==> src/rtl/memory_port_arbiter_pkg.sv <==
// Shared encodings and defaults for the I/D memory port arbiter.
// Also carries the line-base helper used to build fill addresses.
package memory_port_arbiter_pkg;

    localparam int DEFAULT_MEM_LATENCY = 4;
    localparam int DEFAULT_LINE_WORDS  = 4;

    typedef enum logic [1:0] {
        ARB_IDLE    = 2'd0,
        ARB_I_FILL  = 2'd1,
        ARB_D_FILL  = 2'd2,
        ARB_D_WRITE = 2'd3
    } arb_state_t;

    typedef enum logic {
        GRANT_I = 1'b0,
        GRANT_D = 1'b1
    } grant_t;

    // Clears the word-offset bits so the fill always starts at word 0 of the line.
    function automatic logic [15:0] line_base(input logic [15:0] addr, input int idx_w);
        logic [15:0] mask;
        mask = 16'((32'd1 << idx_w) - 32'd1);
        return addr & ~mask;
    endfunction

endpackage

==> src/rtl/memory_port_arbiter_access_counter.sv <==
// Per-word latency counter and per-line word counter for one memory transaction.
// start advances both counters; clear returns them to zero between transactions.
module mem_access_counter
    import memory_port_arbiter_pkg::*;
#(
    parameter int MEM_LATENCY = DEFAULT_MEM_LATENCY,
    parameter int LINE_WORDS  = DEFAULT_LINE_WORDS,
    parameter int IDX_W       = 2
) (
    input  logic             clk,
    input  logic             reset_n,
    input  logic             start,
    input  logic             clear,
    output logic             word_last_cycle,
    output logic             line_last_word,
    output logic [IDX_W-1:0] word_cnt
);

    localparam int LAT_W = $clog2(MEM_LATENCY + 1);
    localparam logic [LAT_W-1:0] LAT_LAST  = LAT_W'(MEM_LATENCY - 1);
    localparam logic [IDX_W-1:0] WORD_LAST = IDX_W'(LINE_WORDS - 1);

    logic [LAT_W-1:0] lat_cnt;

    assign word_last_cycle = (lat_cnt == LAT_LAST);
    assign line_last_word  = (word_cnt == WORD_LAST);

    // word_cnt wraps back to zero naturally as the last word of a line completes.
    always_ff @(posedge clk or negedge reset_n) begin
        if (!reset_n) begin
            lat_cnt  <= '0;
            word_cnt <= '0;
        end else if (clear) begin
            lat_cnt  <= '0;
            word_cnt <= '0;
        end else if (start) begin
            if (word_last_cycle) begin
                lat_cnt  <= '0;
                word_cnt <= word_cnt + IDX_W'(1);
            end else begin
                lat_cnt <= lat_cnt + LAT_W'(1);
            end
        end
    end

endmodule

==> src/rtl/memory_port_arbiter.sv <==
// Round-robin arbiter sharing one fixed-latency memory port between I-cache fills
// and D-cache fills / write-through stores. A request is held until its done pulse.
module memory_port_arbiter
    import memory_port_arbiter_pkg::*;
#(
    parameter int MEM_LATENCY = DEFAULT_MEM_LATENCY,
    parameter int LINE_WORDS  = DEFAULT_LINE_WORDS,
    parameter int IDX_W       = 2
) (
    input  logic             clk,
    input  logic             reset_n,
    input  logic             i_req,
    input  logic [15:0]      i_addr,
    output logic [15:0]      i_rdata,
    output logic             i_word_valid,
    output logic [IDX_W-1:0] i_word_idx,
    output logic             i_done,
    input  logic             d_req,
    input  logic             d_we,
    input  logic [15:0]      d_addr,
    input  logic [15:0]      d_wdata,
    output logic [15:0]      d_rdata,
    output logic             d_word_valid,
    output logic [IDX_W-1:0] d_word_idx,
    output logic             d_done,
    output logic             mem_read,
    output logic             mem_write,
    output logic [15:0]      mem_addr,
    output logic [15:0]      mem_wdata,
    input  logic [15:0]      mem_rdata,
    output logic [1:0]       dbg_state
);

    arb_state_t state, next_state;
    grant_t     last_grant, grant;
    logic       grant_valid;
    logic [15:0] addr_q, wdata_q;
    logic [15:0] fill_addr;

    logic             cnt_start, cnt_clear;
    logic             word_last_cycle, line_last_word;
    logic [IDX_W-1:0] word_cnt;

    mem_access_counter #(
        .MEM_LATENCY (MEM_LATENCY),
        .LINE_WORDS  (LINE_WORDS),
        .IDX_W       (IDX_W)
    ) u_counter (
        .clk             (clk),
        .reset_n         (reset_n),
        .start           (cnt_start),
        .clear           (cnt_clear),
        .word_last_cycle (word_last_cycle),
        .line_last_word  (line_last_word),
        .word_cnt        (word_cnt)
    );

    assign i_rdata   = mem_rdata;
    assign d_rdata   = mem_rdata;
    assign dbg_state = state;
    assign fill_addr = line_base(addr_q, IDX_W) | 16'(word_cnt);

    // On a tie, the side that did not win last time gets the port.
    always_comb begin
        grant_valid = i_req | d_req;
        grant       = GRANT_I;
        if (i_req && d_req) begin
            grant = (last_grant == GRANT_I) ? GRANT_D : GRANT_I;
        end else if (d_req) begin
            grant = GRANT_D;
        end
    end

    always_ff @(posedge clk or negedge reset_n) begin
        if (!reset_n) begin
            state      <= ARB_IDLE;
            last_grant <= GRANT_I;
            addr_q     <= '0;
            wdata_q    <= '0;
        end else begin
            state <= next_state;
            if (state == ARB_IDLE && grant_valid) begin
                last_grant <= grant;
                addr_q     <= (grant == GRANT_D) ? d_addr : i_addr;
                wdata_q    <= d_wdata;
            end
        end
    end

    always_comb begin
        next_state   = state;
        cnt_start    = 1'b0;
        cnt_clear    = 1'b0;
        mem_read     = 1'b0;
        mem_write    = 1'b0;
        mem_addr     = '0;
        mem_wdata    = '0;
        i_word_valid = 1'b0;
        i_word_idx   = '0;
        i_done       = 1'b0;
        d_word_valid = 1'b0;
        d_word_idx   = '0;
        d_done       = 1'b0;
        case (state)
            ARB_IDLE: begin
                cnt_clear = 1'b1;
                if (grant_valid) begin
                    if (grant == GRANT_I) begin
                        next_state = ARB_I_FILL;
                    end else begin
                        next_state = d_we ? ARB_D_WRITE : ARB_D_FILL;
                    end
                end
            end
            ARB_I_FILL: begin
                cnt_start = 1'b1;
                mem_read  = 1'b1;
                mem_addr  = fill_addr;
                if (word_last_cycle) begin
                    i_word_valid = 1'b1;
                    i_word_idx   = word_cnt;
                    if (line_last_word) begin
                        i_done     = 1'b1;
                        next_state = ARB_IDLE;
                    end
                end
            end
            ARB_D_FILL: begin
                cnt_start = 1'b1;
                mem_read  = 1'b1;
                mem_addr  = fill_addr;
                if (word_last_cycle) begin
                    d_word_valid = 1'b1;
                    d_word_idx   = word_cnt;
                    if (line_last_word) begin
                        d_done     = 1'b1;
                        next_state = ARB_IDLE;
                    end
                end
            end
            ARB_D_WRITE: begin
                // Stores use the unaligned address and a single word access.
                cnt_start = 1'b1;
                mem_write = 1'b1;
                mem_addr  = addr_q;
                mem_wdata = wdata_q;
                if (word_last_cycle) begin
                    d_done     = 1'b1;
                    next_state = ARB_IDLE;
                end
            end
            default: next_state = ARB_IDLE;
        endcase
    end

endmodule

==> config.mk <==
export PLATFORM = sky130hd
export DESIGN_NAME = memory_port_arbiter
export DESIGN_NICKNAME = d
export VERILOG_FILES = /design/src/rtl/memory_port_arbiter_pkg.sv /design/src/rtl/memory_port_arbiter_access_counter.sv /design/src/rtl/memory_port_arbiter.sv
export SDC_FILE = /design/constraint.sdc
export NUM_CORES = 1
export LEC_CHECK = 0
export CELL_PAD_IN_SITES_DETAIL_PLACEMENT = 0
export CELL_PAD_IN_SITES_GLOBAL_PLACEMENT = 1
export CORE_MARGIN = 1.5
export CORE_UTILIZATION = 29
export DETAILED_ROUTE_END_ITERATION = 6
export PLACE_DENSITY = 0.85
export SLEW_MARGIN = 5
export SYNTH_ARGS = -nofsm -noshare
export SYNTH_HDL_FRONTEND = slang
export SYNTH_SLANG_ARGS = --single-unit
==> constraint.sdc <==
create_clock -name clk -period 4.4 [get_ports clk]
set_clock_uncertainty 0.2 [all_clocks]
set_input_delay 0.66 -clock clk [delete_from_list [all_inputs] [get_ports clk]]
set_output_delay 0.66 -clock clk [all_outputs]
set_load 0.01 [all_outputs]
# After elaboration in Yosys (flattened, before gate mapping)
# Index checks and enable logic that the tools add are counted.
# W data, S select, Z words.
[word_totals] register_bits=40 latch_bits=0 ramBits=0 rom_bits=0 in_bits=69 word_cells=61 memories=0
[op_classes] addsub=2 n_mul=0 n_div=0 n_lt_le_gt_ge=0 n_eq_ne=9 n_shift=0 n_mux=33 bitwise=2 n_reduce_logical=9
[op_table] cell="$mux W16" count=2
[op_table] cell="$pmux W16 S2" count=1
[op_table] cell="$mux W2" count=11
[op_table] cell="$or A16 B2 Y16" count=1
[op_table] cell="$mux W1" count=14
[op_table] cell="$mux W3" count=3
[op_table] cell="$eq A2 B2 Y1 const B" count=3
[op_table] cell="$ne A2 B1 Y1 const B" count=3
[op_table] cell="$pmux W2 S3" count=1
[op_table] cell="$reduce_and A4 Y1" count=1
[op_table] cell="$reduce_bool A2 Y1" count=2
[op_table] cell="$add A3 B1 Y3 const B" count=1
[op_table] cell="$eq A3 B2 Y1 const B" count=1
[op_table] cell="$reduce_or A3 Y1" count=1
[op_table] cell="$add A2 B1 Y2 const B" count=1
[op_table] cell="$eq A2 B1 Y1 const B" count=1
[op_table] cell="$logic_and A1 B1 Y1" count=2
[op_table] cell="$logic_not A2 Y1" count=1
[op_table] cell="$ne A2 B2 Y1 const B" count=1
[op_table] cell="$pmux W1 S2" count=1
[op_table] cell="$reduce_and A2 Y1" count=1
[op_table] cell="$reduce_or A2 Y1" count=1
[op_table] cell="$or A1 B1 Y1" count=1

# Longest topological paths before layout
[depth] ltp_word=5 mapped_depth=8 ltp_nobuf=5

# Modules after synthesis
# A second synthesis with hierarchy kept.
[hier_totals] cells_unflattened=227 hier_area_um2=2349.8
[modules_own_cells] module="memory_port_arbiter" instances=1 cells_per_inst=206 area_each_um2=2094.5 seq_area_each_um2=875.8
[modules_own_cells] module="mem_access_counter" instances=1 cells_per_inst=21 area_each_um2=255.2 seq_area_each_um2=125.1

# Worst setup path after synthesis
# Ideal clock, no wire load.
[synth_timing] path_kind="flip-flop to output port" start="register state[0] (netlist: dbg_state[0])" end="output port mem_addr[10]" t_arrival_ns=1.550 required_time_ns=3.540 setup_slack_ns=1.990 stages_incl_launch_ff=7 path_buffers=1 path_cell_list="dfrtp_1 inv_1 ha_1 nor2_1 nor2_1 clkbuf_1 and2_1"
[synth_between] elab_chain_cells=3 elab_cells_between_ends=5 cone_classes="3 x eq/ne; 1 x mux; 1 x reduce/logical"
[synth_lines] element="from (decl)" line="memory_port_arbiter.sv:34" rtl="arb_state_t state, next_state;"
[synth_lines] element="from (signal assigned)" line="memory_port_arbiter.sv:81" rtl="state <= next_state;"
[synth_lines] element="$eq A2 B2 Y1 / $eq A2 B1 Y1 (equally long branches)" line="memory_port_arbiter.sv:104" rtl="case (state)"
[synth_lines] element="$reduce_or A2 Y1 (no line)"
[synth_lines] element="$pmux W16 S2 (*)" line="memory_port_arbiter.sv:104"
[synth_lines] element="to (decl)" line="memory_port_arbiter.sv:28" rtl="output logic [15:0] mem_addr,"
# Mark *: on every way between the ends. The rest lies on a longest branch, timed or not.

# Worst setup path in the final report
[layout_timing] start="register state[1] (netlist: dbg_state[1])" end="output port mem_addr[5]"
# Same word-level chain as after synthesis.

==> impl_metrics.csv <==
group,metric,value,unit
run_status,status,"complete, no violations",
timing,hold_violations,0,
timing,finalCritPeriodShare,83.35,%
critical_path,path_buf_inv,1,
clock_tree,cts_hold_buf,0,
clock_tree,root_buffer,"clkbuf_8",
yosys,synth_top_family_by_area,"multiplexers",
die,die_h,92.82,um
critical_path,end_kind,"output port",
clock_tree,clock_path_buffers,2,
global_routing,grt_pass1_vias,1817,
die,fp.dieArea,8616,um^2
drt,avgRoutedWirePerCell,12.99,um
clock_tree,clock_sinks,40,
yosys,avgSynthCellArea,10.22,um^2
yosys,synth_compound_area_share,7.005,%
die,die_x,92.82,um
die,start_util,30.12,%
global_routing,grt_max_degree,41,
timing,min_period,3.667,ns
drt,drt-total-wl,5.081,mm
drt,drtIter0Drc,46,
job,maxCapViolCount,0,
global_routing,grt_usage,12.45,%
yosys,synth_sequential_area_ratio,42.78,%
critical_path,crit_arrival,2.81,ns
yosys,synth-simple-area-share,15.72,%
critical_path,worstPathRequired,3.54,ns
layout,finalNetCount,364,
die,core-area,7767,um^2
layout,areaGrowthSynthToFinish,37.43,%
critical_path,path_max_fanout,21,
drt,final_antenna_net_count,0,
critical_path,worst-setup-path-type,"flop to output port",
power_and_ir_drop,p_leak,1.397,nW
timing,setup_tns,0,ns
timing,drv_slew,0,
global_routing,grt_overflow,0,
critical_path,slowest_stage,"ha_1",
yosys,yosys_warnings,0,
critical_path,cp_cell_sequence,"ha_1, nor2_1, nor2_1, and2_1, clkdlybuf4s50_1",
clock_tree,clk_pin_slew,0.08,ns
layout,final_core_util,41.40,%
layout,diodes,0,
place,dpl.hpwl,3.927,mm
yosys,synthCells,229,
yosys,synth_nets,305,
drt,dr.pass1.iters,4,
critical_path,max_stage_delay,0.60,ns
die,num_rows,32,
clock_tree,cts_tree,"built",
clock_tree,cts_buffers,5,
clock_tree,cts_setup_buffers,0,
timing,rsz0062_at_grt,"no",
yosys,muxShareOfSynthArea,16.04,%
timing,max_slew_margin,40.30,%
yosys,synthXorXnorAreaFrac,0.3743,%
critical_path,critPathLaunchType,"flop",
layout,layout-drive-gt1-share,9.689,%
timing,tightest_slew,0.8955,ns
clock_tree,htree_levels,2,
global_routing,grt_pass1_wl,8.473,mm
die,ios,145,
hold_path,worstHoldPathType,"flop to flop",
power_and_ir_drop,power.density,521.2,nW/um^2
place,routabilityCongestion,0.7098,
clock_tree,clk_latency,0.28,ns
drt,routed_via_density,4.366,
yosys,ys_types,28,
global_routing,grt_antenna_before_repair,0,
clock_tree,post_cts_resized,0,
timing,fmax,0.2727,GHz
critical_path,critPathTopFamily,"simple AND/OR/NAND/NOR gates",
drt,vias,1707,
yosys,synthAdderAreaFrac,3.743,%
critical_path,cpMostUsedCell,"nor2_1",
yosys,ys_ff_latch,40,
place,port_buffers,96,
power_and_ir_drop,ir_drop,0.1632,mV
yosys,synth_area,2340,um^2
timing,setup_viol,0,
drt,drcViolationCount,0,
==> path summary, 6_finish.rpt <==
kind	start	endpoint	slack, ns	cells past startpoint
setup / recovery	dbg_state[1]	mem_addr[5]	0.73	5
hold / removal	addr_q[6]	addr_q[6]	0.28	2
setup reg to reg	dbg_state[0]	dbg_state[1]	2.23	5
hold reg to reg	addr_q[6]	addr_q[6]	0.28	2
max in group asynchronous	reset_n	u_counter.word_cnt[1]	3.14	1
min in group asynchronous	reset_n	wdata_q[15]	0.30	1
==> metrics by stage <==
stage | cells | hold WS, ns | setup WS, ns | instance area, um^2 | power, mW
6_report | 391 | 0.2797 | 0.7328 | 3216 | 1.676
5_1_grt | 391 | 0.3148 | 0.3928 | 3216 | 1.827
4_1_cts | 391 | 0.2909 | 0.6201 | 3216 | 1.709
3_5_place_dp | 383 | 0.2717 | 0.9456 | 3126 | 1.458
3_3_place_gp | 383 | 0.2661 | 1.017 | 3126 | 1.432
2_1_floorplan | 229 | 0.1644 | 1.990 | 2340 | 1.152
==> cell families (layout without fill, tap and decap cells) <==
| kind of cell | Yosys count | after routing |
|---|---|---|
| AO/OA/AOI/OAI | 28 | 28 |
| XOR/XNOR | 1 | 1 |
| adder cells (fa/ha/maj) | 7 | 7 |
| buffers and inverters | 50 | 110 |
| flip-flops | 40 | 40 |
| multiplexers | 35 | 35 |
| AND/OR/NAND/NOR | 68 | 68 |
==> cells in the mapped netlist (all sizes together) <==
cell type / number / area share (%)
a22oi: 2 / 0.64
and3: 5 / 1.3
a211oi: 1 / 0.32
ha: 7 / 3.7
o221ai: 1 / 0.64
mux2: 17 / 8.3
dfrtp: 40 / 43
inv: 5 / 0.80
nor3b: 1 / 0.32
nor2: 7 / 1.1
or3: 1 / 0.27
mux2i: 18 / 7.7
buf: 40 / 13
a21bo: 1 / 0.43
nand2: 18 / 2.9
a31oi: 1 / 0.27
xnor2: 1 / 0.37
nand3b: 1 / 0.32
nor2b: 2 / 0.53
o21ai: 18 / 3.8
a21oi: 4 / 0.86
clkbuf: 5 / 0.80
or3b: 1 / 0.37
and2: 32 / 8.6
==> worst reg2reg max path, delay by kind of cell, from the launching register on <==
family          cells  cell delay (ns)
flops               1             0.42
compound gates      1             0.11
buf+inv             1             0.14
fa+ha+maj           1             0.43
mux                 1             0.32
simple gates        1             0.44
==> flip-flops by register name, summed over array words and instances, names as in the netlist <==
| signal | cells |
|---|---|
| wdata_q | 16 |
| addr_q | 16 |
| last_grant | 1 |
| u_counter.word_cnt | 2 |
| u_counter.lat_cnt | 3 |
| dbg_state | 2 |
==> cells in the final DEF, fill, tap and decap left out <==
cell type | Yosys | final
ha_1 | 7 | 7
clkbuf_1 | 5 | 2
or3_1 | 1 | 1
nor2_1 | 7 | 7
clkbuf_8 | 0 | 6
nand2_1 | 18 | 18
inv_1 | 5 | 5
o21ai_0 | 9 | 9
nand3b_1 | 1 | 1
clkdlybuf4s50_1 | 0 | 95
o221ai_2 | 1 | 1
mux2i_1 | 18 | 18
o21ai_1 | 9 | 8
buf_4 | 34 | 1
mux2_2 | 16 | 16
or3b_1 | 1 | 1
nor3b_1 | 1 | 1
and2_1 | 32 | 32
mux2_4 | 1 | 1
dfrtp_1 | 40 | 40
a22oi_1 | 2 | 2
buf_2 | 4 | 1
a211oi_1 | 1 | 1
o21ai_4 | 0 | 1
a21bo_2 | 1 | 1
a31oi_1 | 1 | 1
and3_1 | 5 | 5
nor2b_1 | 2 | 2
a21oi_1 | 4 | 4
xnor2_1 | 1 | 1
==> per-layer routing <==
layer / global-route usage (%) / part of all wire [%]
met5: 0 / 0
met4: 4.924 / 2.1
met3: 3.038 / 5.6
met2: 21.23 / 49
met1: 14.98 / 43
==> power by group <==
group          switching, mW  leakage [nW]  total [mW]  internal (mW)
sequential            0.0891         0.489       0.627          0.537
clock                  0.116        0.0455       0.244          0.128
combinational          0.370         0.863       0.805          0.435
==> layout make-up <==
cell class	instances	area [um^2]
Sequential cell	40	1001
Clock buffer	8	90.09
Multi-Input combinational cell	139	1015
Inverter	5	18.77
Tap cell	102	127.6
Timing Repair Buffer	97	963.4
Fill cell	802	4552
No activity file was read; power rests on OpenSTA's default activity.
